<file path="config.mk">
export PLATFORM = sky130hd
export DESIGN_NAME = sat_counter
export DESIGN_NICKNAME = d
export VERILOG_FILES = /design/src/rtl/sat_counter.sv
export SDC_FILE = /design/constraint.sdc
export NUM_CORES = 1
export LEC_CHECK = 0
export CAP_MARGIN = 20
export CORE_ASPECT_RATIO = 1.1
export CORE_MARGIN = 4
export CORE_UTILIZATION = 51
export DETAILED_ROUTE_END_ITERATION = 7
export GPL_ROUTABILITY_DRIVEN = 0
export PLACE_DENSITY = 0.82
export REMOVE_ABC_BUFFERS = 1
export SLEW_MARGIN = 10
export SYNTH_ARGS = -nofsm -noshare
export SYNTH_HDL_FRONTEND = slang
export SYNTH_SLANG_ARGS = --single-unit
</file>
<file path="constraint.sdc">
create_clock -name clk -period 4.5 [get_ports clk]
set_input_delay 0.9 -clock clk [delete_from_list [all_inputs] [get_ports clk]]
set_output_delay 0.9 -clock clk [all_outputs]
set_load 0.02 [all_outputs]
</file>
<file path="src/rtl/sat_counter.sv">
// Up-counter that sticks at all-ones; clr wins over inc.
module sat_counter #(
    parameter int WIDTH = 16
) (
    input  logic             clk,
    input  logic             reset,
    input  logic             inc,
    input  logic             clr,
    output logic [WIDTH-1:0] count
);

    always_ff @(posedge clk) begin
        if (reset || clr) begin
            count <= '0;
        end else if (inc && (count != '1)) begin
            count <= count + WIDTH'(1);
        end
    end

endmodule

</file>
Word-level counts from Yosys, hierarchy flattened
Cells that the tools add are included.

storage, ports and cells
  logic and storage cells = 5
  register bits = 16
  output and inout bits = 16
  bits of input ports = 4

operators by class
  equality and inequality tests = 1
  add/sub/neg operators = 1
  reduce and logical (&&, ||, !) cells = 2

operators by type and width
  kind                   number
  $add 16x1->16 const B  1
  $ne 16x16->1 const B   1
  $logic_and 1x1->1      1
  $logic_or 1x1->1       1

Longest topological paths before layout
Gate-level depths: netlist (run 1).

  depth in word-level cells = 2
  gate-level depth with buffers = 5

Least setup slack after synthesis (run 1)
No wires, ideal clock.

  kind = input-to-reg
  start = in inc
  end = reg count[14]
  stages = 4
  slack = 2.677 ns
  library setup time = 0.070 ns
  data required time = 4.430 ns
  arrival time = 1.752 ns
  cell sequence = nand4_1 a41o_1 or3_1 a21oi_1

on the way
  word-level cells in the longest chain between the ends = 1

ends and longest elaborated chain
  item                  RTL line  RTL
  start, declared       7         input logic inc,
  $logic_and 1x1->1     15        end else if (inc && (count != '1)) begin
  end signal, assigned  16        count <= count + WIDTH'(1);
  end, declared         9         output logic [WIDTH-1:0] count

No other way between the ends.
A chain may end at the register's enable or synchronous reset.

Worst setup path in the final report (run 1)
  start = reg count[9]
  end = out count[9]

No word-level cell between the ends.

==> flow_metrics.env, run 1 <==
export IMPL_numCtsBuffers=3
export IMPL_grt_ovfl_total=0
export IMPL_critPathLaunchType="flip-flop"
export IMPL_placed_area_um2=1050
export IMPL_r2r_start="count[0]"
export IMPL_post_cts_buffers=0
export IMPL_clockBufferDepth=2
export IMPL_fin_skew_ns=0.00217
export IMPL_post_drt_wl_per_cell_um=14.5
export IMPL_grt_pass1_vias=799
export IMPL_post_place_ws_ns=1.92
export IMPL_antenna_found_initial=0
export IMPL_worstPathArrival_ns=1.44
export IMPL_fin_crit_ns=2.34
export IMPL_grt_pass1_wl_um=3410
export IMPL_vdd_drop_max_v=0.000230
export IMPL_drtAntennaViolNets=0
export IMPL_design_area_um2=1070
export IMPL_via_per_inst=6.35
export IMPL_path_max_fanout=10
export IMPL_seq_area_frac_synth_pct=37.8
export IMPL_clkLatencyLatePin_ns=0.28
export IMPL_power_leakage_uw=0.000374
export IMPL_die_height_um=50.7
export IMPL_rows=15
export IMPL_clock_sinks=16
export IMPL_synth_seq_cells=16
export IMPL_synth_area_leaders="dfxtp_1 (38%), a21oi_1 (5.3%), a41o_1 (4.7%)"
export IMPL_avgSynthCellArea_um2=8.92
export IMPL_rsz0062_at_grt="no"
export IMPL_r2r_end="count[3]"
export IMPL_status="finished, final reports clean"
export IMPL_fmax_ghz=0.427
export IMPL_firstDrtPassIters=4
export IMPL_areaGrowthSynthToFinish_pct=26.1
export IMPL_synthDistinctLibCells=30
export IMPL_drt_total_wl_um=1900
export IMPL_fin_ws_ns=2.16
export IMPL_max_slew_margin_pct=61.8
export IMPL_drc=0
export IMPL_biggestRegsByFlops="count (16)"
export IMPL_top_register="count"
export IMPL_worst_slew_pin_slew_ns=0.566
export IMPL_clk_pin_slew_ns=0.09
export IMPL_power_density_nw_per_um2=213
export IMPL_cp_top_family="buffers and inverters"
export IMPL_drive_above_1_share_pct=8.77
export IMPL_drt_initial_drc_count=8
export IMPL_ys_warnings_count=0
export IMPL_num_antenna_cells=0
export IMPL_crit_path_top_delay_cell="clkdlybuf4s50_1"
export IMPL_vias=832
export IMPL_io_buffers=19
export IMPL_hold_viol_final=0
export IMPL_io_pins=20
export IMPL_start_util_pct=53.7
export IMPL_grt_max_degree=16
export IMPL_syn_inst=95
export IMPL_drv_cap=0
export IMPL_cp_startpoint="count[9]"
export IMPL_coreArea_um2=1580
export IMPL_worst_path_stages=1
export IMPL_slew_violations=0
export IMPL_cp_data_required_time_ns=3.60
export IMPL_cp_buffers_inverters=1
export IMPL_cts_resized=0
export IMPL_busiest_layer="met2"
export IMPL_crit_type="reg -> out"
export IMPL_use_met2_pct=30.5
export IMPL_place_hpwl_um=1410
export IMPL_synth_area_um2=847
export IMPL_finalNetCount=121
export IMPL_cts_tree="done"
export IMPL_critPathCapture="count[9]"
export IMPL_r2r_cells=5
export IMPL_die_w_um=46.9
export IMPL_largest_reg_flops=16
export IMPL_rrSetupSlack_ns=2.69
export IMPL_synth_top_area_share_pct=37.8
export IMPL_h_tree_depth=1
export IMPL_dp_cells=128
export IMPL_grtUsageMet1_pct=24.9
export IMPL_cp_end_kind="output port"
export IMPL_min_path_type="reg -> reg"
export IMPL_fin_crit_sh_pct=52.0
export IMPL_critPathMaxStageDelay_ns=0.66
export IMPL_grtUsageTotal_pct=19.0
export IMPL_synth_top_cell_by_area="dfxtp_1"
export IMPL_tns_ns=0
export IMPL_layout_cells_non_filler=131
export IMPL_setup_viol=0
export IMPL_path_cells="clkdlybuf4s50_1"
export IMPL_use_met3_pct=2.51
export IMPL_cts_hold_buffers=0
export IMPL_die_area_um2=2380
export IMPL_root_buffer="clkbuf_4"
layout make-up:
type                    instances  area, um2
multi-input cells              75        510
flip-flops and latches         16        320
fillers                       148        508
repair buffers                 19        190
clock buffers                   3       22.5
well taps                      17       21.3
inverters                       1       3.75
metrics by stage:
stage               hold WS (ns)  total power (uW)  utilization (%)
finish                     0.524               228             67.8
global route               0.559               240             67.8
CTS                        0.526               230             67.8
detailed placement         0.505               158             66.3
global placement           0.491               158             66.3
floorplan                  0.566               152                -
logic make-up (layout without fill, tap and decap cells):
logic type | Yosys count | after routing | synth area share (%)
xor+xnor | 3 | 3 | 3.10
simple gates | 44 | 44 | 33.8
buf+inv | 4 | 23 | 1.92
compound gates | 27 | 27 | 21.9
flops | 16 | 16 | 37.8
fa+ha+maj | 1 | 1 | 1.48
cells in the mapped netlist:
| master | instances |
|---|---|
| a211oi_1 | 1 |
| a21oi_1 | 9 |
| a31oi_1 | 3 |
| a41o_1 | 4 |
| and2_1 | 2 |
| and3_4 | 1 |
| and4_1 | 4 |
| clkbuf_1 | 2 |
| clkbuf_2 | 1 |
| dfxtp_1 | 16 |
| ha_1 | 1 |
| inv_1 | 1 |
| nand2_1 | 6 |
| nand3_1 | 5 |
| nand4_1 | 5 |
| nand4_2 | 1 |
| nand4_4 | 1 |
| nor2_1 | 7 |
| nor3_1 | 1 |
| nor4_2 | 1 |
| o211a_1 | 1 |
| o21ai_0 | 5 |
| o31ai_1 | 3 |
| o41ai_2 | 1 |
| or2_2 | 1 |
| or3_1 | 5 |
| or4_1 | 3 |
| or4_4 | 1 |
| xnor2_1 | 1 |
| xor2_1 | 2 |
worst min path at each step:
stage             start        to  slack (ns)  depth (start not counted)
2_1_floorplan  count[1]  count[1]        0.57                          2
3_3_place_gp   count[1]  count[1]        0.49                          2
3_5_place_dp   count[1]  count[1]        0.50                          2
4_1_cts        count[1]  count[1]        0.53                          2
5_1_grt        count[6]  count[6]        0.56                          2
6_report       count[1]  count[1]        0.52                          2
cells in the final DEF, fill, tap and decap left out, types with 2 or more instances in the layout:
cell type,instances
a21oi_1,9
a31oi_1,3
a41o_1,4
and2_1,2
and4_1,4
clkbuf_4,3
clkdlybuf4s50_1,19
dfxtp_1,16
nand2_1,6
nand3_1,5
nand4_1,5
nor2_1,7
o21ai_0,5
o31ai_1,3
or3_1,5
or4_1,3
xor2_1,2
per-layer routing:
metal	up-vias	share of wire (%)
met5	-	0
met4	0	0.89
met1	398	44
met2	16	51
met3	2	3.7
li1	416	-
power breakdown:
group | total (uW) | internal [uW] | switching [uW]
sequential | 143 | 142 | 0.912
clock | 73.1 | 31.0 | 42.1
combinational | 11.9 | 5.26 | 6.63
total | 228 | 178 | 49.7
No activity file was read; power rests on OpenSTA's default activity.
==> run 2, diff against run 1 <==
CORE_UTILIZATION = 43   (was 51)
PLACE_DENSITY = 0.73   (was 0.82)
clock period = 1.9 ns   (was 4.5 ns; I/O delays follow)
==> flow_metrics.env, run 2 (synthesis results as in run 1) <==
export IMPL_status="finished, final reports clean"
export IMPL_critPathLaunchType="flip-flop"
export IMPL_vdd_drop_max_v=0.000497
export IMPL_design_area_um2=1140
export IMPL_fin_crit_ns=1.81
export IMPL_coreArea_um2=1820
export IMPL_use_met2_pct=28.3
export IMPL_rsz0062_at_grt="no"
export IMPL_numCtsBuffers=3
export IMPL_post_cts_buffers=0
export IMPL_hold_viol_final=0
export IMPL_finalNetCount=127
export IMPL_cp_end_kind="output port"
export IMPL_fin_ws_ns=0.0917
export IMPL_crit_type="reg -> out"
export IMPL_r2r_start="count[1]"
export IMPL_holdPathStages=2
export IMPL_worst_path_stages=1
export IMPL_worst_slew_pin_slew_ns=0.349
export IMPL_num_antenna_cells=0
export IMPL_die_w_um=50.3
export IMPL_drc=0
export IMPL_post_place_ws_ns=0.0334
export IMPL_holdPathEnd="count[1]"
export IMPL_root_buffer="clkbuf_4"
export IMPL_start_util_pct=46.5
export IMPL_cp_data_required_time_ns=1.52
export IMPL_cp_buffers_inverters=1
export IMPL_final_cell_mix="clkdlybuf4s50_1 (19), dfxtp_1 (16), a21oi_1 (9)"
export IMPL_fin_skew_ns=0.00118
export IMPL_io_buffers=19
export IMPL_place_hpwl_um=1450
export IMPL_busiest_layer="met2"
export IMPL_clk_pin_slew_ns=0.09
export IMPL_grt_pass1_vias=727
export IMPL_holdCritStartpoint="count[1]"
export IMPL_drv_cap=0
export IMPL_drt_initial_drc_count=12
export IMPL_largest_reg_flops=16
export IMPL_drt_total_wl_um=1950
export IMPL_r2r_end="count[7]"
export IMPL_slew_violations=0
export IMPL_min_path_type="reg -> reg"
export IMPL_fin_crit_sh_pct=95.2
export IMPL_grtUsageMet1_pct=17.6
export IMPL_power_density_nw_per_um2=523
export IMPL_max_slew_margin_pct=76.7
export IMPL_path_max_fanout=10
export IMPL_cp_top_family="buffers and inverters"
export IMPL_path_cells="clkdlybuf4s50_1"
export IMPL_fmax_ghz=0.553
export IMPL_clock_sinks=16
export IMPL_die_area_um2=2740
export IMPL_firstDrtPassIters=4
export IMPL_drtAntennaViolNets=0
export IMPL_cts_tree="done"
export IMPL_via_per_inst=5.67
export IMPL_use_met3_pct=5.99
export IMPL_die_height_um=54.6
export IMPL_rrSetupSlack_ns=0.16
export IMPL_drive_above_1_share_pct=14.0
export IMPL_antenna_found_initial=0
export IMPL_placed_area_um2=1100
export IMPL_grt_pass1_wl_um=3240
export IMPL_h_tree_depth=1
export IMPL_clkLatencyLatePin_ns=0.29
export IMPL_vias=839
export IMPL_tns_ns=0
export IMPL_power_leakage_uw=0.000411
export IMPL_top_register="count"
export IMPL_post_drt_wl_per_cell_um=13.2
export IMPL_areaGrowthSynthToFinish_pct=34.6
export IMPL_grt_max_degree=16
export IMPL_r2r_cells=5
export IMPL_crit_path_top_delay_cell="clkdlybuf4s50_1"
export IMPL_setup_viol=0
export IMPL_worstPathArrival_ns=1.43
export IMPL_grt_ovfl_total=0
export IMPL_final_common_cell="clkdlybuf4s50_1"
export IMPL_critPathMaxStageDelay_ns=0.66
export IMPL_cts_resized=0
export IMPL_biggestRegsByFlops="count (16)"
export IMPL_rows=16
export IMPL_clockBufferDepth=2
export IMPL_finalPower_uw=596
export IMPL_io_pins=20
export IMPL_cts_hold_buffers=0
export IMPL_grtUsageTotal_pct=15.5
-- run 2: worst max-delay path by stage --
stage,endpoint,startpoint
floorplan,count[5],count[0]
global placement,count[6],inc
detailed placement,count[14],inc
CTS,count[9],count[9]
global route,count[9],count[9]
finish,count[9],count[9]
-- run 2: layer usage --
layer / vias to the layer above / wire length, um
met5: - / 0
met4: 0 / 10
met3: 2 / 98
met2: 21 / 943
met1: 386 / 895
li1: 430 / -
-- run 2: power breakdown --
| part | internal (uW) | switching (uW) | leakage (uW) |
|---|---|---|---|
| Combinational | 16.4 | 17.6 | 0.000261 |
| Clock | 117 | 107 | 0.0000210 |
| Sequential | 337 | 1.16 | 0.000129 |
| Total | 470 | 126 | 0.000411 |
-- run 2: final cells by class --
| class | count | area, um2 |
|---|---|---|
| flip-flops and latches | 16 | 320 |
| multi-input cells | 75 | 510 |
| inverters | 1 | 3.75 |
| well taps | 27 | 33.8 |
| repair buffers | 25 | 235 |
| fillers | 172 | 682 |
| clock buffers | 4 | 36.3 |
-- run 2: stage by stage --
step | utilization [%] | hold WS [ns] | cells
floorplan | - | 0.540 | 92
global placement | 60.6 | 0.497 | 144
detailed placement | 60.6 | 0.504 | 144
CTS | 62.6 | 0.521 | 148
global route | 62.6 | 0.565 | 148
finish | 62.6 | 0.518 | 148
==> run 3, diff against run 2 <==
GPL_ROUTABILITY_DRIVEN = default   (was 0)
==> results of run 3 <==
No change in the layout: final DEF, timing and power equal those of run 2.
